**src/rtl/braun_dot_accumulator_pkg.sv**
```systemverilog
// Shared types and width constants for the Braun multiplier accumulate path
// (package braun_pkg).
package braun_pkg;

  typedef enum logic [1:0] {IDLE, ACCUM, DONE} state_t;

  localparam int PROD_W_DEF = 8;
  localparam int ACC_W_DEF  = 16;

  // Width that holds product counts 0..len inclusive.
  function automatic int cnt_w(input int len);
    return (len < 1) ? 1 : $clog2(len + 1);
  endfunction

endpackage

```
**src/rtl/braun_acc_add.sv**
```systemverilog
// Accumulator adder with carry-out. Define BRAUN_ACC_SATURATE_EN to clamp the
// sum at all-ones on carry instead of wrapping.
module braun_acc_add
  import braun_pkg::*;
#(
  parameter int PROD_W = PROD_W_DEF,
  parameter int ACC_W  = ACC_W_DEF
) (
  input  logic [ACC_W-1:0]  a,
  input  logic [PROD_W-1:0] b,
  output logic [ACC_W-1:0]  sum,
  output logic              carry
);

  logic [ACC_W:0] full;

  always_comb begin
    full  = {1'b0, a} + {{(ACC_W + 1 - PROD_W){1'b0}}, b};
    carry = full[ACC_W];
`ifdef BRAUN_ACC_SATURATE_EN
    // Once clamped, any further non-zero product carries again and re-clamps.
    sum   = carry ? {ACC_W{1'b1}} : full[ACC_W-1:0];
`else
    sum   = full[ACC_W-1:0];
`endif
  end

endmodule

```
**src/rtl/braun_dot_accumulator.sv**
```systemverilog
// Sums LEN unsigned products into one dot product with valid/ready in and out.
// Optional BRAUN_ACC_SATURATE_EN selects saturating accumulation in braun_acc_add.
module braun_dot_accumulator
  import braun_pkg::*;
#(
  parameter int PROD_W = PROD_W_DEF,
  parameter int ACC_W  = ACC_W_DEF,
  parameter int LEN    = 4,
  localparam int CNT_W = cnt_w(LEN)
) (
  input  logic              clk,
  input  logic              rst,
  input  logic              clr,
  input  logic              prod_valid,
  output logic              prod_ready,
  input  logic [PROD_W-1:0] prod,
  output logic              res_valid,
  input  logic              res_ready,
  output logic [ACC_W-1:0]  res,
  output logic              ovf,
  output logic [CNT_W-1:0]  count
);

  localparam logic [CNT_W-1:0] LEN_C = CNT_W'(LEN);

  state_t           state, state_nxt;
  logic [ACC_W-1:0] acc, res_r, add_a, add_sum;
  logic             add_carry, ovf_r, res_valid_r;
  logic [CNT_W-1:0] count_r, count_inc;
  logic             take, give, last;

  assign prod_ready = (state != DONE);
  assign take       = prod_valid && prod_ready;
  assign give       = res_valid_r && res_ready;

  // A new dot product starts from zero, so IDLE feeds 0 into the adder.
  assign add_a     = (state == IDLE) ? '0 : acc;
  assign count_inc = (state == IDLE) ? CNT_W'(1) : count_r + CNT_W'(1);
  assign last      = (count_inc == LEN_C);

  braun_acc_add #(
    .PROD_W (PROD_W),
    .ACC_W  (ACC_W)
  ) u_add (
    .a     (add_a),
    .b     (prod),
    .sum   (add_sum),
    .carry (add_carry)
  );

  always_ff @(posedge clk or posedge rst) begin
    if (rst) state <= IDLE;
    else     state <= state_nxt;
  end

  always_comb begin
    state_nxt = state;
    if (clr) begin
      state_nxt = IDLE;
    end else begin
      case (state)
        IDLE, ACCUM: if (take) state_nxt = last ? DONE : ACCUM;
        DONE:        if (give) state_nxt = IDLE;
        default:     state_nxt = IDLE;
      endcase
    end
  end

  always_ff @(posedge clk or posedge rst) begin
    if (rst) begin
      acc         <= '0;
      count_r     <= '0;
      ovf_r       <= 1'b0;
      res_r       <= '0;
      res_valid_r <= 1'b0;
    end else if (clr) begin
      acc         <= '0;
      count_r     <= '0;
      ovf_r       <= 1'b0;
      res_r       <= '0;
      res_valid_r <= 1'b0;
    end else if (take) begin
      acc     <= add_sum;
      count_r <= count_inc;
      // Sticky within a dot product; the first accept clears the previous flag.
      ovf_r   <= ((state != IDLE) && ovf_r) || add_carry;
      if (last) begin
        res_r       <= add_sum;
        res_valid_r <= 1'b1;
      end
    end else if (give) begin
      res_valid_r <= 1'b0;
      count_r     <= '0;
    end
  end

  assign res_valid = res_valid_r;
  assign res       = res_r;
  assign ovf       = ovf_r;
  assign count     = count_r;

endmodule
```
**config.mk**
```make
export PLATFORM = sky130hd
export DESIGN_NAME = braun_dot_accumulator
export DESIGN_NICKNAME = d
export VERILOG_FILES = /design/src/rtl/braun_dot_accumulator_pkg.sv /design/src/rtl/braun_acc_add.sv /design/src/rtl/braun_dot_accumulator.sv
export SDC_FILE = /design/constraint.sdc
export NUM_CORES = 1
export LEC_CHECK = 0
export ABC_AREA = 1
export ABC_CLOCK_PERIOD_IN_PS = 2200
export CAP_MARGIN = 10
export CORE_MARGIN = 10
export CORE_UTILIZATION = 49
export CTS_CLUSTER_SIZE = 28
export DETAILED_ROUTE_END_ITERATION = 8
export MAX_ROUTING_LAYER = met4
export PLACE_DENSITY = 0.75
export SYNTH_ARGS = -nofsm -noshare
export SYNTH_HDL_FRONTEND = slang
export SYNTH_HIERARCHICAL = 1
export SYNTH_SLANG_ARGS = --single-unit
```
**constraint.sdc**
```tcl
create_clock -name clk -period 2.2 [get_ports clk]
set_input_delay 0.22 -clock clk [delete_from_list [all_inputs] [get_ports clk]]
set_output_delay 0.22 -clock clk [all_outputs]
set_load 0.01 [all_outputs]
```
# Word level (Yosys, flattened, before mapping)
# Index checks and enable logic that the tools add are counted.
# word_totals
reg_bits	39
latch_bits	0
ram_bits	0
mem_bits_ro	0
input_bits	13
out_inout_bits	22
wordCells	49
memories	0
# classes
addsub	2
n_mul	0
div	0
magnitude_cmp	0
eq_ne	7
shifts	0
n_mux	21
bitwise_logic	0
reduce_logical	13
# op_table
operator	n
two-way mux 16 bit	6
adder 16 x 8 -> 17 bit	1
two-way mux 3 bit	4
two-way mux 2 bit	4
two-way mux 1 bit	6
inequality test 3 bit (second input constant)	2
AND reduction 2 bit	3
nonzero test 2 bit	3
case mux 2 bit (2 select lines)	1
adder 3 x 1 -> 3 bit (second input constant)	1
== test 3 bit (second input constant)	1
logical AND 1 bit	3
inequality test 3 x 2 -> 1 bit (second input constant)	1
nonzero test 3 bit	1
== test 2 x 1 -> 1 bit (second input constant)	1
== test 2 bit (second input constant)	1
zero test 2 bit	1
inequality test 2 bit (second input constant)	1
OR reduction 2 bit	1
logical OR 1 bit	1

# Longest topological paths before layout
# logic_depth
ltp_word	7
ltp_mapped	14
mapped_depth_nobuf	14

# Hierarchy
# The synthesis kept the hierarchy.
# modules_own_cells
module	n_inst	cells_each	area_per_inst_um2	seq_area_each_um2
braun_dot_accumulator	1	203	1806.7	975.9
braun_acc_add	1	126	661.9	0.0

# Worst setup path after synthesis
# Ideal clock, no wire load.
# synth_timing
kind	register to register
start	reg state[1]
end	reg res_r[15], in the netlist res[15]
setup_time_ps	117
arrival_ps	2100
t_required_ps	2083
slack_ps	-18
stages_incl_launch_ff	15
n_path_buf	1
period_less_slack_ps	2218
path_cell_list	dfrtp_1 > nor2_2 > clkbuf_1 > nor2_1 > ha_1 > nand2_1 > inv_1 > a21oi_1 > nand2_2 > nand2_1 > nand2_1 > nand2_1 > nand2_1 > nand4_1 > nand2_1
# synth_via
elab_chain_cells	6
elab_cells_between_ends	13
cone_classes	1 x add/sub; 2 x eq/ne; 5 x mux; 5 x reduce/logical
# synth_lines
item	line_no	text
from (decl)	braun_dot_accumulator.sv:26	state_t state, state_nxt;
from (signal assigned)	braun_dot_accumulator.sv:53	else state <= state_nxt;
zero test 2 bit	braun_dot_accumulator.sv:37	assign add_a = (state == IDLE) ? '0 : acc;
two-way mux 16 bit	braun_dot_accumulator.sv:37	
via add_a[6]	braun_dot_accumulator.sv:27	logic [ACC_W-1:0] acc, res_r, add_a, add_sum;
adder 16 x 8 -> 17 bit	braun_acc_add.sv:18	full = {1'b0, a} + {{(ACC_W + 1 - PROD_W){1'b0}}, b};
via add_sum[15]	braun_dot_accumulator.sv:27	
two-way mux 16 bit	braun_dot_accumulator.sv:87	if (last) begin
two-way mux 16 bit	braun_dot_accumulator.sv:82	end else if (take) begin
two-way mux 16 bit	braun_dot_accumulator.sv:76	end else if (clr) begin
to (signal assigned)	braun_dot_accumulator.sv:88	res_r <= add_sum;
to (decl)	braun_dot_accumulator.sv:27	
# The timed path passes the listed nets, and every way through them passes these cells. The select of a mux whose other input is x is not followed.
# A chain may end at the register's enable or synchronous reset.

# Worst setup path in the final report
# layout_timing
start	reg state[0]
end	reg res_r[7], in the netlist res[7]
# Same word-level chain as after synthesis.

==> summary.txt <==
Status
  – Status: complete, no violations

CTS
  – CTS Root Buffer Type: clkbuf_8
  – Clock tree from TritonCTS: built
  – Clk pin slew, worst setup/hold paths: 90 ps
  – Clk_lat worst skew: 300 ps
  – Inserted Clock Buffers: 5
  – Sink Count: 39
  – Hold_buf cts: 0
  – Clock H-tree levels: 2
  – Buffer depth of the longest clock path: 2

Logic synthesis
  – Avg Cell Area, Syn: 7.50 µm²
  – Top-area cell type share of the netlist area: 39.5%
  – Netlist cell types: 29
  – Netlist Area Pre-Place: 2470 µm²
  – Synth Register Bits: 39
  – Area contributors post-synth: dfrtp_1, nand2_1, nand3_1, inv_1, ha_1
  – Cell taking the most area after synthesis: dfrtp_1
  – Syn nets: 352
  – Register area share after synthesis: 39.5%
  – Cells after synthesis: 329
  – Warnings, synthesis: 6

Critical path
  – Worst flop-to-flop path endpoint: res[7]
  – R2R depth: 11
  – Crit. End Element: flip-flop
  – CP dominant cell by count: nand2_1
  – CP Buf/Inv Count: 1
  – Worst Setup EP: res[7]
  – CP Data Arrival Time: 2370 ps
  – Setup CP Type: reg2reg
  – Crit-path cells: nor2_4 -> buf_6 -> nor2_1 -> ha_1 -> nand2_1 -> nand2_1 -> a21oi_2 -> nand2_2 -> xor2_1 -> nand4_1 -> nand2_1
  – Reg-to-Reg Start: state[0]
  – Critical Path Start: state[0]
  – Reg2Reg Setup Slack: 70 ps
  – Worst path required time: 2440 ps
  – Startpoint types: flip-flop
  – Crit-path max FO: 5
  – Crit path depth: 11
  – CP max stage delay: 410 ps
  – Crit path max-delay cell type: dfrtp_1
  – CP top delay family: simple AND/OR/NAND/NOR gates

Floorplan
  – Die area: 8280 µm²
  – Die Wd: 91.0 µm
  – Cell Rows: 25
  – DIE HEIGHT: 91.0 µm
  – Initial core utilization: 51.2%
  – CORE AREA: 4820 µm²
  – I/O pin count: 35

Timing
  – RSZ-0062 raised after global routing: yes
  – Max Slew Vio Count: 0
  – Max Clock Skew: 11.1 ps
  – Final setup margin: 66.6 ps
  – Worst slew pin tran: 499 ps
  – Post-route clock period utilization: 97.0%
  – # setup viols final: 0
  – Fin crit period: 2130 ps
  – Worst rel slew slack: 66.7%
  – Setup_tns: 0 ps
  – Hold Fails Final Rpt: 0
  – Max Freq: 0.469 GHz

Routing
  – Starting DRT DRC Count: 149
  – Via density: 5.16
  – DRC: 0
  – Vias after detailed routing: 2277
  – Antenna viol nets, final: 0
  – Total Wirelength: 6050 µm
  – Routed len/inst: 13.7 µm
  – Router iterations before antenna repair: 5

Place
  – Number of buffers added on ports: 34
  – Post-place setup slack: 30.2 ps
  – Routability-driven placement congestion ratio: 0.844
  – DP Area: 2890 µm²
  – Hpwl dp: 4300 µm

GRT
  – Vias in the first global route: 2231
  – Gr usage total: 14.9%
  – GRT overflow: 0
  – Largest net degree at the start of global routing: 40
  – Antenna violations before repair: 0
  – First-pass GRT wire length: 10300 µm

Layout
  – Design area: 3160 µm²
  – Fillers: 458
  – Layout cells sized above 1: 15.2%
  – Area Overhead vs Synth: 27.9%
  – Nets: 396
  – Antenna cell count: 0

Power
  – Max rail drop VDD: 0.304 mV
  – Pwr Density: 554 nW/µm²
  – Static Leak: 1.55 nW
  – Total power: 1.75 mW

Worst hold path
  – Type of the worst min-delay path: in2async

Run
  – Max Cap Viol: 0
[layer usage]
metal | vias to the layer above | track usage [%] | wire, µm
met1 | 1042 | 19.5 | 2880
met3 | 14 | 2.80 | 317
met5 | - | - | 0
li1 | 1152 | - | -
met2 | 69 | 22.7 | 2740
met4 | 0 | 4.70 | 117
[stage by stage]
stage	hold WS (ps)	utilization (%)	cells
global route	394	65.6	441
finish	344	65.6	441
detailed placement	489	60.0	429
CTS	366	62.9	437
floorplan	374	-	329
global placement	484	60.0	429
[layout make-up]
cell class,count,area (µm²),share of cell area [%]
Clock inverter,2,60.1,1.90
Tap cell,67,83.8,2.65
Sequential cell,39,976,30.9
Timing Repair Buffer,46,438,13.9
Clock buffer,6,72.6,2.30
Multi-Input combinational cell,236,1360,43.0
Inverter,45,169,5.35
[worst reg2reg max path, delay by kind of cell, from the launching register on]
family                   cells  cell delay (ps)
XOR/XNOR                     1              280
buffers and inverters        1              130
AND/OR/NAND/NOR              7              730
AO/OA/AOI/OAI                1              170
flip-flops                   1              410
adder cells (fa/ha/maj)      1              350
[placed cells by master (no fill, tap or decap), types with 6 or more instances in the layout]
master           count
nand2_1             83
inv_1               41
dfrtp_1             39
clkdlybuf4s50_1     34
nand3_1             32
nor2_1              26
nand4_1             18
o21ai_0             17
buf_4               10
nand2_2              8
xor2_1               6
[Yosys cell counts]
library cell  count
nand4_1          18
clkbuf_1          1
buf_2             4
nor3_2            2
o21ai_0          17
ha_1              9
xor2_1            7
inv_2             4
nand2_4           2
o21ai_1           5
nand2_2           3
nand3_4           1
inv_1            41
nand3_2           4
a21boi_0          1
a21o_1            1
nand2_1          90
nor2_1           28
nand3b_1          4
fa_1              1
o21ai_2           1
nor2_8            1
nand3_1          32
dfrtp_1          39
buf_4             3
nor2_2            2
buf_8             1
and2_2            1
a21oi_1           6
[how the worst min path moves through the flow]
stage	from	endpoint
3_5_place_dp	res[6]	res[6]
2_1_floorplan	prod_valid	state[1]
3_3_place_gp	res[14]	res[14]
6_report	rst	acc[14]
5_1_grt	rst	acc[11]
4_1_cts	rst	acc[14]
[where the power goes]
part / leakage, nW / switching [mW] / internal (mW) / total [mW]
clock network: 0.0654 / 0.270 / 0.454 / 0.724
logic: 0.953 / 0.175 / 0.110 / 0.284
registers: 0.536 / 0.00713 / 0.734 / 0.741
total: 1.55 / 0.452 / 1.30 / 1.75
[cells by family after synthesis]
logic type               share of synthesized area (%)
adder cells (fa/ha/maj)                           5.37
XOR/XNOR                                          2.48
buffers and inverters                             9.33
AO/OA/AOI/OAI                                     6.64
flip-flops                                        39.5
AND/OR/NAND/NOR                                   36.6
[flip-flops by register name, summed over array words and instances (netlist names)]
name       cells
acc           16
count          3
ovf            1
res           16
res_valid      1
state          2
[repair_timing]
item,CTS,global route
cloned,0,0
buffers inserted,0,4
pin swaps,0,12
setup endpoints to repair,2,25
endpoints found under the hold margin,0,0
gates resized for setup,1,23
No activity file was read; power rests on OpenSTA's default activity.
